## src/rtl/tt_memop_issue_arb.sv

```systemverilog
// Issues vector load/store uops into the single memop execution path, one instruction at a time,
// with store-buffer credit tracking. Optional build macro MEMOP_ARB_LD_PRIO_EN: fixed load priority in IDLE.
module tt_memop_issue_arb #(
   parameter int CREDIT_W     = 6,
   parameter int INIT_CREDITS = 32
) (
   input  logic                i_clk,
   input  logic                i_reset_n,
   input  logic                i_ld_rts,
   input  logic                i_st_rts,
   input  logic                i_ld_last_uop,
   input  logic                i_st_last_uop,
   output logic                o_ld_rtr,
   output logic                o_st_rtr,
   output logic                o_id_ex_rts,
   input  logic                i_ex_rtr,
   output logic                o_load,
   output logic                o_store,
   output logic                o_last_uop,
   input  logic                i_memop_busy,
   input  logic                i_completed_valid,
   input  logic                i_st_credit_ret,
   output logic [CREDIT_W-1:0] o_st_credits,
   output logic                o_credit_err
);

   typedef enum logic [1:0] {
      IDLE      = 2'd0,
      LD_ACT    = 2'd1,
      ST_ACT    = 2'd2,
      WAIT_DONE = 2'd3
   } state_t;

   localparam logic [CREDIT_W-1:0] CRED_INIT = CREDIT_W'(INIT_CREDITS);
   localparam logic [CREDIT_W-1:0] CRED_ONE  = {{(CREDIT_W-1){1'b0}}, 1'b1};
   localparam logic [CREDIT_W-1:0] CRED_ZERO = {CREDIT_W{1'b0}};

   state_t              state_q, state_d;
   logic [CREDIT_W-1:0] credits_q, credits_d;
   logic                credit_err_q, credit_err_d;
`ifndef MEMOP_ARB_LD_PRIO_EN
   logic                last_grant_st_q, last_grant_st_d;
`endif

   logic credit_avail;
   logic ld_elig;
   logic st_elig;
   logic pick_ld;
   logic pick_st;
   logic sel_ld;
   logic sel_st;
   logic fwd_ld;
   logic fwd_st;
   logic fwd_last;
   logic xfer;
   logic st_xfer;

   assign credit_avail = (credits_q != CRED_ZERO);

   // IDLE arbitration; busy memop FSM blocks any new grant
   always_comb begin
      ld_elig = i_ld_rts & ~i_memop_busy;
      st_elig = i_st_rts & credit_avail & ~i_memop_busy;
`ifdef MEMOP_ARB_LD_PRIO_EN
      pick_ld = ld_elig;
`else
      if (ld_elig && st_elig) begin
         pick_ld = last_grant_st_q;
      end else begin
         pick_ld = ld_elig;
      end
`endif
      pick_st = st_elig & ~pick_ld;
   end

   // Source selected for forwarding this cycle
   always_comb begin
      sel_ld = 1'b0;
      sel_st = 1'b0;
      case (state_q)
         IDLE: begin
            sel_ld = pick_ld;
            sel_st = pick_st;
         end
         LD_ACT:    sel_ld = i_ld_rts;
         ST_ACT:    sel_st = i_st_rts & credit_avail;
         WAIT_DONE: begin
            sel_ld = 1'b0;
            sel_st = 1'b0;
         end
         default: begin
            sel_ld = 1'b0;
            sel_st = 1'b0;
         end
      endcase
   end

   // Valid/ready outputs are forced low during the reset cycle
   assign fwd_ld   = sel_ld & i_reset_n;
   assign fwd_st   = sel_st & i_reset_n;
   assign fwd_last = (fwd_ld & i_ld_last_uop) | (fwd_st & i_st_last_uop);
   assign xfer     = (fwd_ld | fwd_st) & i_ex_rtr;
   assign st_xfer  = fwd_st & i_ex_rtr;

   assign o_id_ex_rts = fwd_ld | fwd_st;
   assign o_load      = fwd_ld;
   assign o_store     = fwd_st;
   assign o_last_uop  = fwd_last;
   assign o_ld_rtr    = fwd_ld & i_ex_rtr;
   assign o_st_rtr    = st_xfer;

   // Instruction lock / commit-wait next state
   always_comb begin
      state_d = state_q;
`ifndef MEMOP_ARB_LD_PRIO_EN
      last_grant_st_d = last_grant_st_q;
`endif
      case (state_q)
         IDLE: begin
            if (pick_ld || pick_st) begin
`ifndef MEMOP_ARB_LD_PRIO_EN
               last_grant_st_d = pick_st;
`endif
               if (xfer && fwd_last) begin
                  state_d = WAIT_DONE;
               end else if (pick_ld) begin
                  state_d = LD_ACT;
               end else begin
                  state_d = ST_ACT;
               end
            end else begin
               state_d = IDLE;
            end
         end
         LD_ACT, ST_ACT: begin
            if (xfer && fwd_last) begin
               state_d = WAIT_DONE;
            end else begin
               state_d = state_q;
            end
         end
         WAIT_DONE: begin
            if (i_completed_valid) begin
               state_d = IDLE;
            end else begin
               state_d = WAIT_DONE;
            end
         end
         default: state_d = IDLE;
      endcase
      if (!i_reset_n) begin
         state_d = IDLE;
`ifndef MEMOP_ARB_LD_PRIO_EN
         last_grant_st_d = 1'b1;
`endif
      end else begin
         state_d = state_d;
      end
   end

   // Store credits: a return while already full saturates and flags an error
   always_comb begin
      credits_d    = credits_q;
      credit_err_d = credit_err_q;
      if (!i_reset_n) begin
         credits_d    = CRED_INIT;
         credit_err_d = 1'b0;
      end else if (st_xfer && !i_st_credit_ret) begin
         credits_d = credits_q - CRED_ONE;
      end else if (!st_xfer && i_st_credit_ret) begin
         if (credits_q >= CRED_INIT) begin
            credits_d    = CRED_INIT;
            credit_err_d = 1'b1;
         end else begin
            credits_d = credits_q + CRED_ONE;
         end
      end else begin
         credits_d = credits_q;
      end
   end

   // State registers (reset folded into the _d logic)
   always_ff @(posedge i_clk) begin
      state_q      <= state_d;
      credits_q    <= credits_d;
      credit_err_q <= credit_err_d;
`ifndef MEMOP_ARB_LD_PRIO_EN
      last_grant_st_q <= last_grant_st_d;
`endif
   end

   assign o_st_credits = credits_q;
   assign o_credit_err = credit_err_q;

endmodule

```

## config.mk

```make
export PLATFORM = sky130hd
export DESIGN_NAME = tt_memop_issue_arb
export DESIGN_NICKNAME = d
export VERILOG_FILES = /design/src/rtl/tt_memop_issue_arb.sv
export SDC_FILE = /design/constraint.sdc
export NUM_CORES = 1
export LEC_CHECK = 0
export ABC_AREA = 1
export CORE_MARGIN = 5
export CORE_UTILIZATION = 47
export DETAILED_ROUTE_END_ITERATION = 16
export HOLD_SLACK_MARGIN = 0.05
export PLACE_DENSITY = 0.84
export REMOVE_ABC_BUFFERS = 1
export SYNTH_ARGS = -nofsm -noshare
export SYNTH_HDL_FRONTEND = slang
export SYNTH_SLANG_ARGS = --single-unit
```

## constraint.sdc

```tcl
create_clock -name i_clk -period 2.8 [get_ports i_clk]
set_input_delay 0.56 -clock i_clk [delete_from_list [all_inputs] [get_ports i_clk]]
set_output_delay 0.56 -clock i_clk [all_outputs]
set_load 0.005 [all_outputs]
```

Word level (Yosys, flattened, before mapping)
Cells that the tools add are included.

cells by class
  add/sub/neg operators = 2
  multipliers = 0
  divide/modulo/power cells = 0
  order comparisons = 1
  equality and inequality tests = 4
  shift operators = 0
  mux-type cells = 12
  bitwise logic cells = 16
  reductions and logical operators = 13

operator list
  cell                                                                   count
  6-bit 2-to-1 mux                                                       3
  1-bit bitwise AND                                                      11
  2-bit 2-to-1 mux                                                       5
  6-bit by 1-bit adder with 6-bit output, second input constant          1
  6-bit greater-or-equal comparator, second input constant               1
  2-bit case mux with 3 select lines                                     1
  6-bit nonzero test                                                     1
  6-bit by 1-bit subtractor with 6-bit output, second input constant     1
  2-bit equality test, second input constant                             2
  1-bit logical AND                                                      4
  1-bit case mux with 2 select lines                                     2
  1-bit NOT                                                              3
  3-bit AND reduction                                                    1
  2-bit by 1-bit equality test with 1-bit output, second input constant  1
  1-bit zero test                                                        2
  2-bit zero test                                                        1
  2-bit != test, second input constant                                   1
  1-bit bitwise OR                                                       2
  2-bit AND reduction                                                    1
  2-bit nonzero test                                                     1
  2-bit OR reduction                                                     1
  1-bit logical OR                                                       1
  1-bit 2-to-1 mux                                                       1

storage, ports and cells
  register bits after elaboration = 10
  latch bits = 0
  memory bits (writable) = 0
  memory bits (read-only) = 0
  input port bits = 10
  word-level logic and storage cells = 52
  memories = 0

Depth between registers and ports, before layout
Gate-level depths: netlist of run 1.

  depth in word-level cells = 15
  depth in mapped cells = 15
  gate-level depth less buffers = 15

Worst setup path after synthesis of run 1
Ideal clock, no wire load.

  kind = reg-to-reg
  start = reg credits_q[0] (netlist: o_st_credits[0])
  end = reg credits_q[5] (netlist: o_st_credits[5])
  library setup time = 0.144 ns
  arrival time = 2.060 ns
  data required time = 2.656 ns
  slack = 0.596 ns
  stages on the path, launching flop included = 16
  buffers on the path = 0
  clock period less this slack = 2.204 ns
  cells stage by stage = dfxtp_1 > inv_1 > ha_1 > nand3_2 > nand3_2 > nand2_2 > nand2_2 > nand2_2 > nand3_2 > inv_1 > ha_1 > inv_1 > nor3_1 > inv_1 > o21ai_0 > o311ai_0

between the ends
  word-level cells in the longest chain between the ends = 13
  elaborated cells on any way between the ends = 20
  those cells by class = add/sub (2); order compare (1); mux (5); bitwise (6); reduce/logical (6)

ends and longest elaborated chain
  element                                 RTL line  text
  start: declaration                      39        logic [CREDIT_W-1:0] credits_q, credits_d;
  start signal: assignment                185       credits_q <= credits_d;
  6-bit nonzero test (*)                  58        assign credit_avail = (credits_q != CRED_ZERO);
  1-bit bitwise AND (*)                   63, 86
  1-bit bitwise AND                       63        st_elig = i_st_rts & credit_avail & ~i_memop_busy;
  1-bit logical AND                       67        if (ld_elig && st_elig) begin
  1-bit 2-to-1 mux                        67
  1-bit NOT                               73        pick_st = st_elig & ~pick_ld;
  1-bit bitwise AND                       73
  1-bit case mux with 2 select lines (*)  80        case (state_q)
  1-bit bitwise AND (*)                   100       assign fwd_st = sel_st & i_reset_n;
  1-bit bitwise AND (*)                   103       assign st_xfer = fwd_st & i_ex_rtr;
  net o_st_rtr                            14        output logic o_st_rtr,
  1-bit zero test                         170       end else if (!st_xfer && i_st_credit_ret) begin
  1-bit logical AND                       170
  2-bit nonzero test (no source line)     --

The timed path passes the listed nets; every way through them passes the cells marked *. The select of a mux whose other input is x is not followed.
A chain may end at the register's enable or synchronous reset.

Worst setup path in the final report of run 1
  start = in i_memop_busy
  end = out o_last_uop

between the ends
  word-level cells in the longest chain between the ends = 10
  elaborated cells on any way between the ends = 14
  those cells by class = mux (3); bitwise (10); reduce/logical (1)

ends and longest elaborated chain
  element                               RTL line  text
  start: declaration                    20        input logic i_memop_busy,
  1-bit NOT (*)                         62, 63
  1-bit bitwise AND (on tied branches)  62, 63
  1-bit logical AND                     67
  1-bit 2-to-1 mux                      67
  1-bit NOT                             73
  1-bit bitwise AND                     73
  1-bit case mux with 2 select lines    80
  1-bit bitwise AND                     100
  1-bit bitwise AND                     101       assign fwd_last = (fwd_ld & i_ld_last_uop) | (fwd_st & i_st_last_uop);
  1-bit bitwise OR (*)                  101
  end: declaration                      19        output logic o_last_uop,

Mark *: on every way between the ends. The rest lies on a longest branch, timed or not.

==> results of run 1 <==
-- final timing paths --
path | end | depth (start not counted)
hold reg to reg | o_credit_err$_SDFFE_PN0P_ | 2
setup reg to reg | o_st_credits[5]$_SDFFE_PN1P_ | 15
setup / recovery | o_last_uop | 10
hold / removal | o_credit_err$_SDFFE_PN0P_ | 2
-- cell families (layout without fill, tap and decap cells) --
logic type	after synthesis	count (layout)	share of synthesized area
fa+ha+maj	8	8	0.116
xor+xnor	1	1	0.0102
flops	10	10	0.233
compound gates	29	29	0.186
buf+inv	29	52	0.140
simple gates	52	52	0.314
-- worst reg2reg max path, cell delays in order, from the launching register on --
cell and delay (ns):
sky130_fd_sc_hd__dfxtp_2 0.35, sky130_fd_sc_hd__inv_1 0.11, sky130_fd_sc_hd__ha_4 0.20, sky130_fd_sc_hd__nand3_2 0.11, sky130_fd_sc_hd__nand3_2 0.10, sky130_fd_sc_hd__nand2_2 0.11
sky130_fd_sc_hd__nand2_2 0.07, sky130_fd_sc_hd__nand2_2 0.08, sky130_fd_sc_hd__nand3_2 0.10, sky130_fd_sc_hd__inv_2 0.09, sky130_fd_sc_hd__ha_1 0.27, sky130_fd_sc_hd__inv_1 0.12
sky130_fd_sc_hd__nor3_1 0.25, sky130_fd_sc_hd__inv_1 0.06, sky130_fd_sc_hd__o21ai_0 0.13, sky130_fd_sc_hd__o311ai_0 0.13
-- cells in the final DEF (no fill, tap or decap), drive strengths merged --
cell type	synthesis	routed
a31oi	1	1
dfxtp	10	10
nor3	1	1
clkbuf	1	3
o211ai	1	1
nand2	25	25
ha	8	8
a21oi	13	13
nand3b	1	1
nand3	12	12
buf	2	1
clkdlybuf4s50	0	21
nor2	13	13
a311o	1	1
o21ai	11	11
dlymetal6s2s	0	1
xnor2	1	1
inv	26	26
a211oi	1	1
o311ai	1	1
-- power by group --
group          internal (mW)  switching (mW)
Clock                 0.0498          0.0497
Combinational          0.128           0.147
Sequential             0.164          0.0207
Total                  0.342           0.218
-- cell type report --
cell class	instances	area share
multi-input cells	90	0.486
repair buffers	23	0.203
flip-flops and latches	10	0.178
inverters	26	0.0859
well taps	25	0.0275
clock buffers	3	0.0198
-- per-layer routing --
layer / part of all wire / global-route usage / wire length [um]
met4: 0.020 / 0.0766 / 42
met3: 0.059 / 0.0199 / 122
met5: 0 / 0 / 0
met2: 0.46 / 0.271 / 956
met1: 0.46 / 0.196 / 947
-- sequential cells by signal (all words and copies together), names as in the netlist --
register and cells:
o_credit_err 1, state_q 2, last_grant_st_q 1, o_st_credits 6
-- what timing repair did --
item | in CTS | in global routing
gates resized for setup | 0 | 6
setup buffers | 0 | 0
endpoints found under the setup margin | 0 | 7
-- stage by stage --
stage	cells	setup WS, ns	hold WS [ns]
2_1_floorplan	126	0.597	0.460
3_3_place_gp	174	0.127	0.454
3_5_place_dp	174	0.0331	0.454
4_1_cts	177	0.0389	0.469
5_1_grt	177	0.00657	0.493
6_report	177	0.101	0.465
==> flow_summary.ini, run 1 <==
[finish]
synthToLayoutAreaGrowth_pct = 32.2
final_layout_size_suffix_gt1_frac = 0.145
layout.filler_cells = 163
post-route-cell-area_um2 = 1140
fin_util = 0.658
multiInputGateArea_um2 = 552
sequential_cell_area_um2 = 203
fin_nets = 172
diodes_inserted = 0

[routing]
drt_drc_violations_left = 0
detail_route.first_pass.iterations = 4
via_count = 932
route.detailed.wl_per_inst_um = 11.7
detailedRoute.firstIterationViolations = 11
routed_via_density = 5.27
routed_wirelength_mm = 2.07
antenna_violating_nets_post_route = 0

[clock_network]
cts_max_path_buffers = 2
numCtsBuffers = 3
tritoncts_clock_tree = yes
clock_latency_ns = 0.27
ctsHoldBuffers = 0
root_buffer = sky130_fd_sc_hd__clkbuf_4
cts.clk_slew.worst_paths_ns = 0.06
cts_sinks = 10
h-tree-depth = 1

[sta]
worst_slew_margin_rel = 0.738
grt_setup_unrepaired = no
worst_margin_pin_slew_ns = 0.392
setup_total_negative_slack_ns = 0
final_period_demand_of_the_worst_path_ns = 2.70
timing.final.max_slew_violations = 0
timing.clock.skew_ns = 0.000532
finalHoldViolCount = 0
fmax_ghz = 0.371
min_period_over_period = 0.964
setup_viol = 0

[yosys]
post_synth.cell_area_avg_um2 = 6.66
post_synth_main_area_contributors = sky130_fd_sc_hd__dfxtp_1 23%, sky130_fd_sc_hd__ha_1 12%, sky130_fd_sc_hd__inv_1 11%, sky130_fd_sc_hd__nand2_1 7.9%, sky130_fd_sc_hd__a21oi_1 7.6%
synth.largest_area_cell = sky130_fd_sc_hd__dfxtp_1
syn_inst_count = 129
synth_async_sr_flop_share = 0
yosys-top-cells-count = 26 x sky130_fd_sc_hd__inv_1, 18 x sky130_fd_sc_hd__nand2_1, 13 x sky130_fd_sc_hd__a21oi_1
number_of_flops_mapped_to_enable_cells_by_yosys = 0
synthMostInstantiatedCell = sky130_fd_sc_hd__inv_1
post_synth_instance_area_um2 = 860
number_of_distinct_library_cells_after_synthesis = 24
synthDominantCellAreaShare = 0.233
share_of_the_yosys_chip_area_belonging_to_registers = 0.233
synthesis.yosys.warnings = 0
flops_latches_synth = 10
dominantRegCellSynth = sky130_fd_sc_hd__dfxtp_1

[setup_path]
critical_path.startpoint_type = primary input
rr_startpoint = o_st_credits[0]$_SDFFE_PN0P_
cpMostUsedCell = sky130_fd_sc_hd__nand2_2
worst_endpoint_required_time_ns = 2.24
reg2reg_slack_ns = 0.37
worst_setup_path_startpoint = i_memop_busy
critical_path_cell_by_cell = clkdlybuf4s50_1, inv_1, nand2_1, inv_1, nand2_2, nand2_2, nand2_2, nand3_1, nand2_2, clkdlybuf4s50_1
worstPathBufferInverterCount = 4
worst_path_dominant_cell_family = buffers and inverters
timing_worst_setup_path_type = in2out
crit_slowest_cell = sky130_fd_sc_hd__clkdlybuf4s50_1
timing.critical_path.slowest_cell_delay_ns = 0.50
worstSetupEndpointType = output port
arrival_time_of_the_worst_setup_path_ns = 2.14
path_max_fanout = 3

[outcome]
status = completed

[die]
initial_core_util = 0.498
std_cell_rows = 15
dieHeight_um = 52.8
floorplan.io_pins = 23
core_region_area_um2 = 1730
die_x_um = 52.8
die_area_um2 = 2780

[global_routing]
pin_count_of_the_biggest_net_entering_global_routing = 12
grt_pass1_wl_mm = 3.39
antenna_found_initial = 0
groute.usage.overall = 0.160
number_of_global_route_vias_before_repair = 858
grt-ovfl-total = 0

[place]
post-dp-hpwl_mm = 1.59
place_congestion = 0.808
placedInstanceArea_um2 = 1100
numPortBuffers = 22

[pwr]
static-leakage-power_nw = 0.564
power.density_cell_area_nw_per_um2 = 493
ir_drop_mv = 0.280
post-layout-total-power_uw = 560

[min_path]
hold_start = o_credit_err$_SDFFE_PN0P_
hold_path_class = reg2reg

[job]
max-cap-violations = 0
No activity file was read; power rests on OpenSTA's default activity.
==> inputs of run 2 (changes only) <==
--- a/config.mk
+++ b/config.mk
@@ -10,8 +10,9 @@
 export CORE_UTILIZATION = 47
 export DETAILED_ROUTE_END_ITERATION = 16
 export HOLD_SLACK_MARGIN = 0.05
-export PLACE_DENSITY = 0.84
+export PLACE_DENSITY_LB_ADDON = 0.15
 export REMOVE_ABC_BUFFERS = 1
 export SYNTH_ARGS = -nofsm -noshare
 export SYNTH_HDL_FRONTEND = slang
 export SYNTH_SLANG_ARGS = --single-unit
+export TNS_END_PERCENT = 100
==> run 2 against run 1 <==
Net effect:
- sequential power barely moved
- design area rose by 1.5%
- clock-buffer cell count rose by 1
- total power rose by 5.5%
- clock skew rose by 0.0017 ns
- final cell count rose by 1.1%
- first-iteration DRC count rose by 18%
- sequential cell count did not move
- worst setup slack got worse by 0.033 ns
- critical path type unchanged
- critical endpoint is now o_st_rtr
- largest cell class unchanged
==> flow_summary.ini, run 2 (same netlist as run 1, synthesis figures left out) <==
[routing]
antenna_violating_nets_post_route = 0
detailedRoute.firstIterationViolations = 13
route.detailed.wl_per_inst_um = 11.6
routed_wirelength_mm = 2.09
detail_route.first_pass.iterations = 4
drt_drc_violations_left = 0
via_count = 898
routed_via_density = 5.02

[sta]
worst_slew_margin_rel = 0.771
worst_margin_pin_slew_ns = 0.343
timing.clock.skew_ns = 0.00227
finalHoldViolCount = 0
setup_viol = 0
min_period_over_period = 0.976
fmax_ghz = 0.366
timing.final.max_slew_violations = 0
post-route-worst-setup-slack_ns = 0.0685
final_period_demand_of_the_worst_path_ns = 2.73

[finish]
synthToLayoutAreaGrowth_pct = 34.2
diodes_inserted = 0
post-route-cell-area_um2 = 1150
multiInputGateArea_um2 = 552
largest_register_ffs = 6
most-common-layout-cells = 25 x sky130_fd_sc_hd__inv_1, 22 x sky130_fd_sc_hd__clkdlybuf4s50_1, 18 x sky130_fd_sc_hd__nand2_1, 13 x sky130_fd_sc_hd__a21oi_1
layout_commonest_cell = sky130_fd_sc_hd__inv_1
sequential_cell_area_um2 = 201
fin_nets = 173
final_layout_size_suffix_gt1_frac = 0.149
layout.filler_cells = 174

[place]
placedInstanceArea_um2 = 1100
place_congestion = 0.890
numPortBuffers = 22
post-dp-hpwl_mm = 1.67
detailedPlace.worstSlack_ns = 0.0656

[die]
initial_core_util = 0.498
floorplan.io_pins = 23
core_region_area_um2 = 1730
dieHeight_um = 52.8
die_area_um2 = 2780
std_cell_rows = 15
die_x_um = 52.8

[clock_network]
ctsHoldBuffers = 0
post_cts.repair.setup_buffers = 0
root_buffer = sky130_fd_sc_hd__clkbuf_4
post_cts_resize_count = 0
cts_max_path_buffers = 2
cts_sinks = 10
cts.clk_slew.worst_paths_ns = 0.07
tritoncts_clock_tree = yes
clock_latency_ns = 0.27
h-tree-depth = 1
numCtsBuffers = 3

[pwr]
power.density_cell_area_nw_per_um2 = 512
post-layout-total-power_uw = 591
static-leakage-power_nw = 0.568
ir_drop_mv = 0.402

[min_path]
min_delay_worst_endpoint = o_credit_err$_SDFFE_PN0P_
hold_start = o_credit_err$_SDFFE_PN0P_
timing.hold.worst_path_depth = 2
hold_path_class = reg2reg

[setup_path]
critical_path.reg2reg.endpoint = o_st_credits[5]$_SDFFE_PN1P_
rr_startpoint = o_st_credits[1]$_SDFFE_PN0P_
critical_path.startpoint_type = primary input
worstSetupEndpointType = output port
timing_worst_setup_path_type = in2out
reg2reg_slack_ns = 0.34
arrival_time_of_the_worst_setup_path_ns = 2.17
critical_path_cell_by_cell = clkdlybuf4s50_1, nand3_2, nand2_2, nand2_2, nand2_2, nand3_2, inv_1, clkdlybuf4s50_1
worst_endpoint_required_time_ns = 2.24
path_max_fanout = 3
cpMostUsedCell = sky130_fd_sc_hd__nand2_2
worst-r2r-cell-count = 15
crit_slowest_cell = sky130_fd_sc_hd__clkdlybuf4s50_1
timing.critical_path.slowest_cell_delay_ns = 0.55

[outcome]
status = completed

[global_routing]
grt_pass1_wl_mm = 3.39
antenna_found_initial = 0
groute.usage.overall = 0.164
grt-ovfl-total = 0
number_of_global_route_vias_before_repair = 802
pin_count_of_the_biggest_net_entering_global_routing = 11

[job]
max-cap-violations = 0
-- run 2: cell type report --
type / count / area share
well taps: 25 / 0.0271
clock buffers: 4 / 0.0315
flip-flops and latches: 10 / 0.175
repair buffers: 24 / 0.204
inverters: 26 / 0.0846
multi-input cells: 90 / 0.478
-- run 2: power breakdown --
part	internal (mW)	total, mW	switching (mW)	leakage [nW]
Combinational	0.130	0.275	0.145	0.465
Sequential	0.164	0.185	0.0212	0.0827
Clock	0.0790	0.131	0.0520	0.0210
-- run 2: worst max-delay path by stage --
stage                                       from                           end  slack [ns]  cells past startpoint
floorplan           o_st_credits[0]$_SDFFE_PN0P_  o_st_credits[5]$_SDFFE_PN1P_        0.60                     15
global placement                        i_st_rts                      o_st_rtr        0.14                      8
detailed placement                      i_st_rts  o_st_credits[5]$_SDFFE_PN1P_        0.07                     13
CTS                 o_st_credits[0]$_SDFFE_PN0P_                      o_st_rtr        0.03                     10
global route        o_st_credits[1]$_SDFFE_PN0P_                      o_st_rtr       -0.02                     10
finish                                  i_st_rts                      o_st_rtr        0.07                      8
-- run 2: critical path, delay by kind of cell --
| family | cells | cell delay, ns |
|---|---|---|
| buffers and inverters | 3 | 1.16 |
| AND/OR/NAND/NOR | 5 | 0.45 |
-- run 2: metrics by stage --
step	utilization	setup TNS [ns]	cells	hold WS, ns
2_1_floorplan	-	0	126	0.460
3_3_place_gp	0.639	0	175	0.451
3_5_place_dp	0.639	0	175	0.458
4_1_cts	0.660	0	179	0.477
5_1_grt	0.668	-0.0190	179	0.540
6_report	0.668	0	179	0.473
-- run 2: routing by layer --
metal,share of wire,track usage,vias to the layer above
li1,-,-,469
met1,0.47,0.215,402
met2,0.45,0.252,25
met3,0.077,0.0570,2
met4,0.0043,0.0468,0
met5,0,0,-
